## config.mk

```make
export PLATFORM = sky130hd
export DESIGN_NAME = pg_operand_stage
export DESIGN_NICKNAME = d
export VERILOG_FILES = /design/src/rtl/pg_operand_stage_pkg.sv /design/src/rtl/pg_operand_stage_pg_gen_4.sv /design/src/rtl/pg_operand_stage.sv
export SDC_FILE = /design/constraint.sdc
export NUM_CORES = 1
export LEC_CHECK = 0
export ABC_AREA = 0
export BUFFER_PORTS_ARGS = -buffer_cell sky130_fd_sc_hd__clkbuf_2
export CAP_MARGIN = 30
export CORE_UTILIZATION = 40
export DETAILED_ROUTE_END_ITERATION = 16
export PLACE_DENSITY = 0.68
export SKIP_CTS_REPAIR_TIMING = 1
export SYNTH_ARGS = -nofsm -noshare
export SYNTH_HDL_FRONTEND = slang
export SYNTH_SLANG_ARGS = --single-unit
```

## constraint.sdc

```tcl
create_clock -name clk -period 3.47 [get_ports clk]
set_clock_uncertainty 0.05 [all_clocks]
set_input_delay 1.041 -clock clk [delete_from_list [all_inputs] [get_ports clk]]
set_output_delay 1.041 -clock clk [all_outputs]
set_load 0.1 [all_outputs]
```

## src/rtl/pg_operand_stage_pkg.sv

```systemverilog
// Shared ALU definitions for the adder operand path.
// Contents: opcode encodings seen on in_op, and the depth of the
// operand-stage result FIFO.
package pg_operand_stage_pkg;

  typedef logic [1:0] alu_op_t;

  localparam alu_op_t OP_ADD = 2'b00;
  localparam alu_op_t OP_SUB = 2'b01;
  localparam alu_op_t OP_ADC = 2'b10;
  localparam alu_op_t OP_INC = 2'b11;

  localparam int FIFO_DEPTH = 2;

endpackage

```

## src/rtl/pg_operand_stage_pg_gen_4.sv

```systemverilog
// pg_gen_4: 4-bit propagate/generate slice, one per lookahead nibble group.
// Ports:
//   a  in  4  operand A bits
//   b  in  4  conditioned operand B bits
//   p  out 4  propagate, a ^ b
//   g  out 4  generate,  a & b
module pg_gen_4 (
  input  logic [3:0] a,
  input  logic [3:0] b,
  output logic [3:0] p,
  output logic [3:0] g
);

  assign p = a ^ b;
  assign g = a & b;

endmodule

```

## src/rtl/pg_operand_stage.sv

```systemverilog
// pg_operand_stage: registered operand front-end for the ALU adder path.
// Conditions operand B and the carry-in per opcode, forms per-bit
// propagate/generate, and buffers results in a 2-entry in-order FIFO ahead
// of the carry-lookahead stage. WIDTH must be a multiple of 4.
// Ports:
//   clk, rst          clock, asynchronous active-high reset
//   in_valid/in_ready upstream handshake (in_ready is registered)
//   in_a, in_b        operands
//   in_op             00 ADD, 01 SUB, 10 ADC, 11 INC
//   in_cin            carry-in, only used by ADC
//   out_valid/ready   downstream handshake
//   out_p, out_g      propagate / generate of the head entry
//   out_c0            lookahead carry-in of the head entry
module pg_operand_stage
  import pg_operand_stage_pkg::*;
#(
  parameter int WIDTH = 16
) (
  input  logic             clk,
  input  logic             rst,
  input  logic             in_valid,
  output logic             in_ready,
  input  logic [WIDTH-1:0] in_a,
  input  logic [WIDTH-1:0] in_b,
  input  logic [1:0]       in_op,
  input  logic             in_cin,
  output logic             out_valid,
  input  logic             out_ready,
  output logic [WIDTH-1:0] out_p,
  output logic [WIDTH-1:0] out_g,
  output logic             out_c0
);

  logic [WIDTH-1:0] b_cond;
  logic             c0_cond;
  logic [WIDTH-1:0] p_new;
  logic [WIDTH-1:0] g_new;

  logic [WIDTH-1:0] p_mem  [FIFO_DEPTH];
  logic [WIDTH-1:0] g_mem  [FIFO_DEPTH];
  logic             c0_mem [FIFO_DEPTH];

  logic       wr_ptr;
  logic       rd_ptr;
  logic [1:0] count;
  logic [1:0] count_next;
  logic       push;
  logic       pop;

  // Subtraction is a + ~b + 1; increment is a + 0 + 1.
  always_comb begin
    b_cond  = in_b;
    c0_cond = 1'b0;
    case (in_op)
      OP_SUB: begin
        b_cond  = ~in_b;
        c0_cond = 1'b1;
      end
      OP_ADC: c0_cond = in_cin;
      OP_INC: begin
        b_cond  = '0;
        c0_cond = 1'b1;
      end
      default: ;
    endcase
  end

  for (genvar i = 0; i < WIDTH / 4; i++) begin : g_slice
    pg_gen_4 u_pg (
      .a (in_a[4*i +: 4]),
      .b (b_cond[4*i +: 4]),
      .p (p_new[4*i +: 4]),
      .g (g_new[4*i +: 4])
    );
  end

  assign push      = in_valid && in_ready;
  assign out_valid = (count != 2'd0);
  assign pop       = out_valid && out_ready;

  always_comb begin
    count_next = count;
    case ({push, pop})
      2'b10:   count_next = count + 2'd1;
      2'b01:   count_next = count - 2'd1;
      default: ;
    endcase
  end

  // in_ready is registered from count_next so out_ready never reaches it
  // combinationally; a pop frees a slot one edge later.
  always_ff @(posedge clk or posedge rst) begin
    if (rst) begin
      count    <= 2'd0;
      wr_ptr   <= 1'b0;
      rd_ptr   <= 1'b0;
      in_ready <= 1'b0;
    end else begin
      count    <= count_next;
      in_ready <= (count_next < 2'd2);
      if (push) wr_ptr <= ~wr_ptr;
      if (pop)  rd_ptr <= ~rd_ptr;
    end
  end

  always_ff @(posedge clk or posedge rst) begin
    if (rst) begin
      for (int i = 0; i < FIFO_DEPTH; i++) begin
        p_mem[i]  <= '0;
        g_mem[i]  <= '0;
        c0_mem[i] <= 1'b0;
      end
    end else if (push) begin
      p_mem[wr_ptr]  <= p_new;
      g_mem[wr_ptr]  <= g_new;
      c0_mem[wr_ptr] <= c0_cond;
    end
  end

  assign out_p  = p_mem[rd_ptr];
  assign out_g  = g_mem[rd_ptr];
  assign out_c0 = c0_mem[rd_ptr];

endmodule

```

# Word level (Yosys, flattened, before mapping)
# Cells that the tools add are included.
[totals]
inputBits = 39
word_cells = 58
ff_bits = 71
out_inout_bits = 35
[classes]
reduce_logical = 5
n_addsub = 2
n_bitwise = 13
n_lt_le_gt_ge = 4
n_eq_ne = 5
n_mux = 19
[op_table]
columns = ["operator", "count"]
rows = [
  ["two-way mux 16 bit", 7],
  ["bitwise mux 32 bit", 2],
  ["one-hot mux 16 bit (2 select lines)", 1],
  ["AND 4 bit", 4],
  ["demux 16 bit (select 1 bit)", 1],
  ["inverter 16 bit", 1],
  ["bitwise XOR 4 bit", 4],
  ["== test 2 bit, second input constant", 3],
  ["== test 2 x 1 -> 1 bit, second input constant", 2],
  [">= comparator 2 bit, second input constant", 2],
  ["two-way mux 1 bit", 4],
  ["inverter 1 -> 2 bit", 2],
  ["one-hot mux 2 bit (2 select lines)", 1],
  ["logical AND 1 bit", 3],
  ["adder 2 x 1 -> 2 bit, second input constant", 1],
  ["bitwise mux 2 bit", 1],
  ["less-than comparator 2 x 1 -> 1 bit, second input constant", 1],
  ["less-than comparator 2 bit, second input constant", 1],
  ["inverter 1 bit", 2],
  ["one-hot mux 1 bit (2 select lines)", 1],
  ["nonzero test 2 bit", 1],
  ["OR reduction 2 bit", 1],
  ["subtractor 2 x 1 -> 2 bit, second input constant", 1],
  ["demux 1 bit (select 1 bit)", 1],
]

# Depth between registers and ports, before layout
# Gate-level depths: netlist of the first run.
[logic_depth]
ltp_word = 6
depth_mapped = 7

# By module
# Synthesis of the first run repeated with hierarchy kept, for this count alone.
[unflattened]
cells_unflattened = 235
hier_area_um2 = 3694.8
[modules_own_cells]
columns = ["mod", "area_each_um2", "cells_each", "instances", "seq_area_each_um2"]
rows = [
  ["pg_operand_stage", 3494.6, 219, 1, 1776.7],
  ["pg_gen_4", 50.0, 4, 4, 0.0],
]

# Worst setup path before layout of the first run
# No wires, ideal clock.
[synth_timing]
kind = "input to register"
from = "input in_op[0]"
to = "register p_mem[16] in the netlist's numbering"
t_required_ns = 3.295
t_arrival_ns = 2.269
cell_stages = 7
setup_slack_ns = 1.026
setup_ns = 0.125
cell_sequence = "buf_2 -> nand2b_1 -> clkbuf_1 -> buf_2 -> mux2i_1 -> ha_1 -> mux2_4"
[synth_via]
elab_chain_cells = 4
word_cells_on_any_way = 5
[synth_rtl]
columns = ["element", "line_no", "source"]
rows = [
  ["start: declaration", "pg_operand_stage.sv:25", "input logic [1:0] in_op,"],
  ["== test 2 bit / == test 2 x 1 -> 1 bit (equally long branches)", "pg_operand_stage.sv:54", "case (in_op)"],
  ["one-hot mux 16 bit (2 select lines) (*)", "pg_operand_stage.sv:54", ""],
  ["bitwise XOR 4 bit (*)", "pg_operand_stage_pg_gen_4.sv:14", "assign p = a ^ b;"],
  ["via g_slice[0].u_pg.p[0]", "pg_operand_stage_pg_gen_4.sv:10", "output logic [3:0] p,"],
  ["bitwise mux 32 bit (*)", "pg_operand_stage.sv:114", "p_mem[wr_ptr] <= p_new;"],
  ["end signal: indexed assignment", "pg_operand_stage.sv:114", ""],
  ["end: declaration", "pg_operand_stage.sv:39", "logic [WIDTH-1:0] p_mem [FIFO_DEPTH];"],
]
# The timed path passes the listed nets; every way through them passes the cells marked *.
# A chain may end at the register's enable or synchronous reset.

# Worst setup path after layout of the first run
[layout_timing]
from = "register rd_ptr"
to = "output out_p[0]"
[layout_via]
elab_chain_cells = 4
[layout_rtl]
columns = ["element", "line_no", "source"]
rows = [
  ["start: declaration", "pg_operand_stage.sv:44", "logic rd_ptr;"],
  ["start signal: assignment", "pg_operand_stage.sv:102", "if (pop) rd_ptr <= ~rd_ptr;"],
  ["inverter 1 -> 2 bit (implied by the code)", "pg_operand_stage.sv:120", "assign out_p = p_mem[rd_ptr];"],
  ["two-way mux 16 bit (implied by the code) (3 in a row)", "pg_operand_stage.sv:120", ""],
  ["end: declaration", "pg_operand_stage.sv:29", "output logic [WIDTH-1:0] out_p,"],
]
# No other way between the ends. The select of a mux whose other input is x is not followed.

==> results of run 1 <==
## state kept, by name, summed over array words and instances, names as in the netlist, named ones only
signal,flops
g_mem,32
p_mem,32
c0_mem,2
count,1
in_ready,1
rd_ptr,1
wr_ptr,1
## worst register-to-register path: cells and delay by family (launching register included)
kind / cells / cell delay (ps)
simple gates: 1 / 640
flops: 1 / 420
mux: 1 / 530
## layer usage
layer / up-vias / GRT usage / part of all wire
met1: 1025 / 0.204 / 0.48
met5: - / 0 / 0
met4: 0 / 0.0517 / 0.011
met2: 55 / 0.249 / 0.46
li1: 990 / - / -
met3: 9 / 0.0455 / 0.045
## logic make-up after synthesis
group	synth area share
and+or+nand+nor	0.0220
buffers and inverters	0.0303
DFF	0.495
adders and majority gates	0.0593
xor gates and xnor gates	0.0122
AOI/OAI and AO/OA	0.00418
muxes	0.377
## placed cells by master, fill, tap and decap left out
master / synthesis / layout
and2_1: 1 / 1
nand3_4: 1 / 1
clkbuf_8: 0 / 10
mux2_1: 2 / 2
o21ai_0: 2 / 2
clkinv_2: 0 / 1
nor2_1: 1 / 1
a21oi_1: 1 / 1
mux2_4: 27 / 27
nand3b_4: 1 / 1
nand2b_1: 1 / 1
buf_4: 0 / 5
nand2_1: 5 / 5
ha_1: 17 / 17
mux2_2: 68 / 68
inv_2: 0 / 1
mux2i_1: 16 / 16
or2_2: 1 / 1
clkbuf_2: 0 / 73
clkbuf_1: 2 / 4
dfrtp_1: 71 / 71
xnor2_1: 3 / 3
xor2_1: 2 / 2
## per-stage QoR
step                utilization  instance area (sq um)  worst slack, ps  hold WS, ps
floorplan                     -                   3590              582          394
global placement          0.461                   4020              745          407
detailed placement        0.461                   4020              747          426
CTS                       0.479                   4180              582          442
global route              0.479                   4180              542          470
finish                    0.479                   4180              619          435
## cell type report
type,count,area (sq um)
timing repair buffer,78,403
clock inverter,1,5.00
tap,108,135
sequential,71,1780
clock buffer,14,153
fill,765,4540
multi-input combinational,149,1700
inverter,1,3.75
## worst min-delay path by stage
| stage | end | slack, ps | depth (start not counted) |
|---|---|---|---|
| 3_3_place_gp | c0_mem[0]$_DFFE_PP0P_ | 410 | 2 |
| 4_1_cts | c0_mem[0]$_DFFE_PP0P_ | 440 | 2 |
| 6_report | c0_mem[0]$_DFFE_PP0P_ | 440 | 2 |
| 5_1_grt | flip-flop | 470 | 1 |
| 3_5_place_dp | c0_mem[0]$_DFFE_PP0P_ | 430 | 2 |
| 2_1_floorplan | c0_mem[0]$_DFFE_PP0P_ | 390 | 2 |
## cells in the mapped netlist, drive strengths merged
master	n	area [sq um]
a21oi	1	5.00
nand3b	1	20.0
clkbuf	2	7.51
nand2b	1	6.26
and2	1	6.26
buf	12	97.6
mux2	97	1190
nor2	1	3.75
xor2	2	17.5
xnor2	3	26.3
or2	1	6.26
ha	17	213
inv	1	3.75
o21ai	2	10.0
nand2	5	18.8
nand3	1	17.5
mux2i	16	160
dfrtp	71	1780
==> impl_metrics.ini, run 1 <==
[run_status]
outcome = finished, final reports clean

[yosys]
yosysSeqAreaShare = 0.495
ys_ff_latch = 71
ys_types = 21
yosysWarnings = 0
avgSynthCellArea_sq_um = 15.3
synth_fp_nets = 291
syn_area_sq_um = 3590
synthCells = 235

[setup_path]
r2r-end = g_mem[26]$_DFFE_PP0P_
crit_family = buffers and inverters
startpoint = rd_ptr$_DFFE_PP0P_
r2r_start = wr_ptr$_DFFE_PP0N_
cp.depth = 3
cp_slowest_cell = mux2_2
timing.reg2reg.setup_slack_ps = 1720
crit_path_end = out_p[0]
worstPathMaxFanout = 21
cp_num_buf_inv = 2
worst-setup-path-type = flip-flop to primary output
rr_worst_depth = 2
end_kind = primary output
crit_path_max_incr_delay_ps = 400
cp.arrival_ps = 1760
worstPathCellList = buf_4 -> mux2_2 -> clkbuf_2
critPathRequiredTime_ps = 2380
start_kind = flip-flop

[layout]
antenna_cells = 0
area_delta_synth_final_pct = 16.5
layout.nets = 366
final_cells = 422
drive_gt1_frac = 0.599

[timing]
setup_viol = 0
finalSetupTns_ps = 0
hold_viol_final = 0
tightest_slew_ps = 927
relSlewSlack = 0.381
layout_min_cycle_time_ps = 2850
grt_setup_unrepaired = no
drv_slew = 0
fin_crit_sh = 0.821
max_freq_mhz = 351

[clocking]
clockBufferDepth = 2
cts_buffers = 9
htree_levels = 3
cts_sinks = 71
clkLatencyLatePin_ps = 330
clk_pin_slew_worst_paths_ps = 70
cts-root-buf = clkbuf_8
cts_tree = yes

[routing]
dr.pass1.iters = 4
drc_errors = 0
wire_per_inst_um = 16.5
drt_wl_total_um = 6970
drt_iter0_drc = 64
vias_per_cell = 4.93
ant_nets = 0
dr_total_vias = 2079

[global_route]
grt_antenna_before_repair = 0
grt_max_degree = 45
overflow = 0
grt_pass1_vias = 2291
grt_usage = 0.156
grt_pass1_wl_um = 11500

[die]
die_area_sq_um = 9360
die_width_um = 96.7
start_util = 0.412
fp.dieH_um = 96.7
core_area_sq_um = 8720
ios = 74
rows = 34

[placement]
dp_cells = 407
io_buffers = 73
place_hpwl_um = 4620
gp_congestion = 0.690

[hold_path]
holdCritPathClass = flip-flop to flip-flop
min_from = c0_mem[0]$_DFFE_PP0P_

[run]
cap_violations = 0
Power of run 1 is left out: the tool's default activity adds up to more than one toggle a clock period on the data nets, which glitch-free logic cannot reach.
==> run 2, diff against run 1 <==
PLACE_DENSITY = 0.71   (was 0.68)
clock period = 2.5 ns   (was 3.47 ns; I/O delays follow)
==> run 2 against run 1 <==
Against the previous run: first-iteration DRC count down 13%; die area unchanged; critical path depth unchanged; sequential share of layout area down 4.9 points; global-route usage up 0.081 points; utilization up 6.3 points; sequential cell count unchanged; via count up 0.77%; count of clock-buffer cells in the layout down 2; critical path type unchanged.
==> impl_metrics.ini, run 2 (synthesized netlist as in run 1, its figures left out) <==
[global_route]
grt_pass1_vias = 2285
grt_antenna_before_repair = 0
grt_pass1_wl_um = 11500
overflow = 0
grt_max_degree = 38
grt_usage = 0.157

[setup_path]
cp_slowest_cell = mux2_2
crit_path_max_incr_delay_ps = 400
end_kind = primary output
crit_top_cell = buf_12
worst-setup-path-type = flip-flop to primary output
cp_num_buf_inv = 2
worstPathMaxFanout = 33
cp.arrival_ps = 1550
worstPathCellList = buf_12 -> mux2_2 -> buf_12
critPathRequiredTime_ps = 1700
crit_family = buffers and inverters
start_kind = flip-flop

[placement]
io_buffers = 73
place_hpwl_um = 4750
gp_congestion = 0.732

[timing]
max_freq_mhz = 425
fin_crit_sh = 0.941
setup_viol = 0
layout_min_cycle_time_ps = 2350
finalSetupTns_ps = 0
relSlewSlack = 0.589
grt_setup_unrepaired = no
drv_slew = 0
hold_viol_final = 0
tightest_slew_ps = 615

[run_status]
outcome = finished, final reports clean

[layout]
fillers = 691
multiInputGateArea_sq_um = 1700
final_cell_mix = dfrtp_1, mux2_2, clkbuf_2
drive_gt1_frac = 0.609
layout_commonest_cell = dfrtp_1
layout.nets = 368
top_regs = g_mem (32), p_mem (32), c0_mem (2)
area_delta_synth_final_pct = 31.9
seq_area_sq_um = 1780
utilization = 0.543
antenna_cells = 0

[routing]
vias_per_cell = 4.93
wire_per_inst_um = 16.1
dr.pass1.iters = 4
drt_wl_total_um = 6850
ant_nets = 0
drc_errors = 0
dr_total_vias = 2095
drt_iter0_drc = 56

[clocking]
clkLatencyLatePin_ps = 340
cts_tree = yes
cts_sinks = 71
clk_pin_slew_worst_paths_ps = 70
cts-root-buf = clkbuf_8
htree_levels = 3
cts_buffers = 9
clockBufferDepth = 2

[die]
die_width_um = 96.7
core_area_sq_um = 8720
die_area_sq_um = 9360
fp.dieH_um = 96.7
ios = 74
rows = 34
start_util = 0.412

[hold_path]
holdCritPathClass = input pin to async pin

[run]
cap_violations = 0
-- run 2: cell types whose count changed in the layout (fill, tap and decap cells not counted), moves of 2 or more --
cell and delta:
buf_12 +36, clkbuf_2 -33, clkinv_2 +2, clkinvlp_4 +2
-- run 2: cell type report --
cell class,instances,area share
Clock buffer,12,0.0285
Clock inverter,4,0.00476
Inverter,1,0.00159
Multi-Input combinational cell,149,0.360
Sequential cell,71,0.376
Tap cell,108,0.0285
Timing Repair Buffer,80,0.201
-- run 2: metal layers --
metal	wire length (um)	vias to the layer above	part of all wire	track usage
met5	0	-	0	0
met3	290	12	0.042	0.0332
met1	3160	1040	0.46	0.206
met4	125	0	0.018	0.0700
li1	-	994	-	-
met2	3280	49	0.48	0.251
-- run 2: worst reg2reg max path: stages, from the launching register on --
cell and delay (ps):
dfrtp_1 410, or2_2 310, and2_1 190, ha_1 330, nor2_1 200, xnor2_1 150
-- run 2: per-stage QoR --
stage | instance area, sq um | std cells | hold slack, ps | setup slack (ps)
final | 4730 | 425 | 417 | 148
after global routing | 4730 | 425 | 451 | 84.3
after CTS | 4730 | 425 | 428 | 123
after detailed placement | 4580 | 409 | 425 | 397
after global placement | 4580 | 409 | 407 | 404
after floorplan | 3590 | 235 | 394 | 347
-- run 2: path summary, 6_finish.rpt --
| path | startpoint | end | slack [ps] | cells past startpoint |
|---|---|---|---|---|
| worst max-delay path | rd_ptr$_DFFE_PP0P_ | out_p[0] | 150 | 3 |
| worst min-delay path | rst | p_mem[6]$_DFFE_PP0P_ | 420 | 2 |
| worst max register to register | flip-flop | in_ready$_DFF_PP0_ | 780 | 5 |
| worst min register to register | c0_mem[0]$_DFFE_PP0P_ | c0_mem[0]$_DFFE_PP0P_ | 440 | 2 |
| max in group asynchronous | rst | rd_ptr$_DFFE_PP0P_ | 1380 | 3 |
| min in group clk | c0_mem[0]$_DFFE_PP0P_ | c0_mem[0]$_DFFE_PP0P_ | 440 | 2 |
Power of run 2 is left out for the same reason.
